--- config.mk ---
export PLATFORM = sky130hd
export DESIGN_NAME = pipeline_hazard_ctrl
export DESIGN_NICKNAME = d
export VERILOG_FILES = /design/src/rtl/pipeline_hazard_ctrl.sv
export SDC_FILE = /design/constraint.sdc
export NUM_CORES = 1
export LEC_CHECK = 0
export BUFFER_PORTS_ARGS = -buffer_cell sky130_fd_sc_hd__buf_2
export CAP_MARGIN = 20
export CORE_MARGIN = 2
export CORE_UTILIZATION = 54
export DETAILED_ROUTE_END_ITERATION = 8
export PLACE_DENSITY = 0.95
export REMOVE_ABC_BUFFERS = 1
export SLEW_MARGIN = 20
export SYNTH_ARGS = -nofsm -noshare
export SYNTH_HDL_FRONTEND = slang
export SYNTH_SLANG_ARGS = --single-unit
--- constraint.sdc ---
create_clock -name clk -period 2.7 [get_ports clk]
set_input_delay 0.27 -clock clk [delete_from_list [all_inputs] [get_ports clk]]
set_output_delay 0.27 -clock clk [all_outputs]
set_load 0.05 [all_outputs]
--- src/rtl/pipeline_hazard_ctrl.sv ---
// Central hazard controller: load-use stall (LOAD_LAT bubbles), EX forwarding selects, redirect flush.
// Optional statistics counters are enabled by defining HAZARD_STATS_EN.
module pipeline_hazard_ctrl #(
  parameter int ADDR_W   = 5,
  parameter int LOAD_LAT = 1,
  parameter int CNT_W    = 32
) (
  input  logic              clk,
  input  logic              arst_n,
  input  logic              enable,
  input  logic [ADDR_W-1:0] id_rs1,
  input  logic [ADDR_W-1:0] id_rs2,
  input  logic [ADDR_W-1:0] ex_rd,
  input  logic              ex_memread,
  input  logic [ADDR_W-1:0] mem_rd,
  input  logic              mem_regwrite,
  input  logic [ADDR_W-1:0] wb_rd,
  input  logic              wb_regwrite,
  input  logic              mem_redirect,
  output logic              pc_en,
  output logic              if_id_en,
  output logic              if_id_flush,
  output logic              id_ex_flush,
  output logic              ex_mem_flush,
  output logic [1:0]        fwd_a,
  output logic [1:0]        fwd_b
`ifdef HAZARD_STATS_EN
  ,
  output logic [CNT_W-1:0]  stall_count,
  output logic [CNT_W-1:0]  flush_count
`endif
);

  typedef enum logic {RUN, STALL} state_t;

  state_t            state, next_state;
  logic [3:0]        cnt, next_cnt;
  logic [ADDR_W-1:0] ex_rs1, ex_rs2;
  logic              hazard;
  logic              stall;

  assign hazard = ex_memread && (ex_rd != '0) && ((ex_rd == id_rs1) || (ex_rd == id_rs2));

  // cnt holds the bubbles still owed while in STALL, including the current one;
  // the detecting RUN cycle is itself the first bubble.
  always_comb begin
    next_state   = state;
    next_cnt     = cnt;
    stall        = 1'b0;
    pc_en        = 1'b0;
    if_id_en     = 1'b0;
    if_id_flush  = 1'b0;
    id_ex_flush  = 1'b0;
    ex_mem_flush = 1'b0;
    if (enable) begin
      pc_en    = 1'b1;
      if_id_en = 1'b1;
      if (mem_redirect) begin
        if_id_flush  = 1'b1;
        id_ex_flush  = 1'b1;
        ex_mem_flush = 1'b1;
        next_state   = RUN;
        next_cnt     = '0;
      end else if (state == STALL) begin
        stall = 1'b1;
        if (cnt <= 4'd1) begin
          next_state = RUN;
          next_cnt   = '0;
        end else begin
          next_cnt = cnt - 4'd1;
        end
      end else if (hazard) begin
        stall = 1'b1;
        if (LOAD_LAT > 1) begin
          next_state = STALL;
          next_cnt   = 4'(LOAD_LAT - 1);
        end
      end
      if (stall) begin
        pc_en       = 1'b0;
        if_id_en    = 1'b0;
        id_ex_flush = 1'b1;
      end
    end
  end

  always_ff @(posedge clk or negedge arst_n) begin
    if (!arst_n) begin
      state  <= RUN;
      cnt    <= '0;
      ex_rs1 <= '0;
      ex_rs2 <= '0;
    end else if (enable) begin
      state  <= next_state;
      cnt    <= next_cnt;
      ex_rs1 <= id_ex_flush ? '0 : id_rs1;
      ex_rs2 <= id_ex_flush ? '0 : id_rs2;
    end
  end

  function automatic logic [1:0] fwd_sel(input logic [ADDR_W-1:0] rs);
    if (mem_regwrite && (mem_rd != '0) && (mem_rd == rs))
      return 2'b01;
    else if (wb_regwrite && (wb_rd != '0) && (wb_rd == rs))
      return 2'b10;
    else
      return 2'b00;
  endfunction

  assign fwd_a = fwd_sel(ex_rs1);
  assign fwd_b = fwd_sel(ex_rs2);

`ifdef HAZARD_STATS_EN
  always_ff @(posedge clk or negedge arst_n) begin
    if (!arst_n) begin
      stall_count <= '0;
      flush_count <= '0;
    end else begin
      if (stall && (stall_count != '1))
        stall_count <= stall_count + 1'b1;
      if (enable && mem_redirect && (flush_count != '1))
        flush_count <= flush_count + 1'b1;
    end
  end
`endif

endmodule

==> impl_metrics.ini <==
[logic_synthesis]
ys_seq_area_frac = 0.300
syn_area_um2 = 1250
ys_ff_latch = 15
synthFlopType = dfrtp_1
synth_warnings = 0
synth.avg_cell_area_um2 = 8.69
syn-instance-count = 144
ys_async_sr_fraction = 1.00
synth_enable_flop_cells = 0
synth_cell_type_count = 33

[timing]
worst_slack_ns = 0.517
worst_slew_pin_slew_ns = 0.911
maxSlewHeadroom = 0.388
drv_slew = 0
finalHoldViolCount = 0
max_freq_ghz = 0.458
post-route-min-period_ns = 2.18
period_share = 0.809
finalSetupViolCount = 0
whs_ns = 0.231
tns_ns = 0
finalClockSkew_ns = 0.00915
rsz0062_at_grt = false

[critical_path]
cp_cell_sequence = xor2_1 -> or4_1 -> nor4_2 -> buf_2
cp-end-kind = primary output
arrival_ns = 1.91
criticalPathCategory = reg2out
cpPeakStageDelay_ns = 0.55
critPathSlowestCell = or4_1
crit_fanout = 3
cp_data_required_time_ns = 2.43
start_kind = flip-flop

[finish]
stdcell_count = 210
final_common_cell = buf_2
final_cell_mix = buf_2 (40), xnor2_1 (16), dfrtp_1 (15)
drive_gt1_frac = 0.291
syn2layout_area_growth_pct = 19.7
n_antenna_cell = 0
nets = 217
fillers = 193

[clock_tree]
h-tree-depth = 1
root_buffer = clkbuf_4
postCtsSetupBuffers = 0
clock_path_buffers = 2
clock_sinks = 15
cts_resized = 0
clkTransAtPathRegs_ns = 0.11
cts_buffers = 3
insertion_delay_ns = 0.31
cts_tree = yes

[floorplan]
fp.coreArea_um2 = 2190
start_util = 0.571
dieArea_um2 = 2720
io_pins = 41
die_w_um = 52.1
num_rows = 17
die_y_um = 52.1

[global_routing]
grt_most_used_layer = met2
grtUsageMet1 = 0.310
grt_pass1_vias = 1160
antenna_found_initial = 0
gr-total-overflow = 0
grt_usage = 0.258
grt_max_degree = 37
grtUsageMet2 = 0.487
met3_usage = 0.0259
grt_pass1_wl_um = 5220

[placed_design]
place_congestion = 0.771
pre_cts_ws_ns = 0.720
dp_cells = 205
io_buffers = 40
dpl.hpwl_um = 2520

[power_and_ir_drop]
pwr-share-comb = 0.399
power_switching_w = 0.000297
p_int_w = 0.000455
power_frac_seq = 0.413
vdd_drop_max_v = 0.000434
power_w = 0.000753
clockPowerShare = 0.188
switching_share = 0.395
p_leak_nw = 0.654
p_per_area_nw_per_um2 = 503

[hold_path]
hp-class = in2reg

[detailed_routing]
viasPerCell = 6.00
vias = 1260
antenna_left = 0
drt_wl_total_um = 3270
drtIter0Drc = 32
route.detailed.drc = 0
wl_per_cell_um = 15.6
dr.pass1.iters = 5

[job]
cap_violations = 0

[status]
status = complete, no violations
-- metrics by stage --
step / cell area (um^2) / util
floorplan: 1200 / -
global placement: 1460 / 0.666
detailed placement: 1460 / 0.666
CTS: 1500 / 0.684
global route: 1500 / 0.684
finish: 1500 / 0.684
-- repair_timing --
item	4_1_cts	5_1_grt
endpoints found under the setup margin	0	0
hold buffers	1	0
endpoints found under the hold margin	15	0
-- critical path, delay by kind of cell (launching register included) --
kind	cells	cell delay, ns
XOR/XNOR	1	0.18
buffers and inverters	1	0.30
flip-flops	1	0.45
AND/OR/NAND/NOR	2	0.69
-- cell usage after synthesis (2+ instances only) --
master / instances / area [um^2]
a41oi_1: 10 / 87.6
nor2b_1: 10 / 62.6
dfrtp_1: 15 / 375
nand2_1: 5 / 18.8
inv_1: 5 / 18.8
nand3_1: 14 / 70.1
buf_4: 2 / 15.0
buf_2: 3 / 15.0
o21ai_0: 15 / 75.1
nor4_2: 2 / 25.0
clkbuf_1: 4 / 15.0
xnor2_1: 16 / 140
o2bb2ai_1: 2 / 17.5
or4_1: 3 / 22.5
a21oi_1: 2 / 10.0
xor2_1: 14 / 123
nor4_1: 3 / 18.8
ha_1: 2 / 25.0
nor2_1: 2 / 7.51
nand2b_1: 2 / 12.5
-- registers in the layout, indices dropped and copies added (netlist names) --
signal / flops
state: 1
ex_rs1: 5
cnt: 4
ex_rs2: 5
-- worst paths after layout --
path / startpoint / to / slack (ns) / cells after the start
max: ex_rs1[4] / fwd_a[1] / 0.52 / 4
min: id_rs1[2] / ex_rs1[2] / 0.23 / 3
max reg2reg: state / ex_rs2[3] / 0.87 / 4
min reg2reg: cnt[3] / cnt[3] / 0.52 / 1
max in group asynchronous: arst_n / ex_rs2[2] / 2.05 / 2
min in group asynchronous: arst_n / cnt[3] / 0.39 / 2
-- cells by family after synthesis --
kind of cell | count (synthesis) | share of synthesized area
flops | 15 | 0.300
xor+xnor | 30 | 0.210
compound gates | 37 | 0.203
buf+inv | 15 | 0.0540
simple gates | 45 | 0.213
fa+ha+maj | 2 | 0.0200
-- power groups by stage --
stage                     clock, W  sequential, W  combinational, W
after global placement           0       0.000313          0.000280
final                     0.000142       0.000311          0.000300
after detailed placement         0       0.000315          0.000300
after global routing      0.000149       0.000316          0.000333
after floorplan                  0       0.000304          0.000203
after CTS                 0.000139       0.000311          0.000301
-- layout make-up --
cell class	count	area, um^2	share of cell area
clock inverter	1	5.00	0.00334
clock buffer	3	22.5	0.0150
sequential	15	375	0.251
multi-input combinational	114	808	0.540
timing repair buffer	44	233	0.155
inverter	5	18.8	0.0125
tap	28	35.0	0.0234
-- layer usage --
metal,share of wire,vias to the layer above
li1,-,600
met1,0.40,595
met2,0.52,62
met3,0.063,3
met4,0.012,0
met5,0,-
No activity file was read; power rests on OpenSTA's default activity.
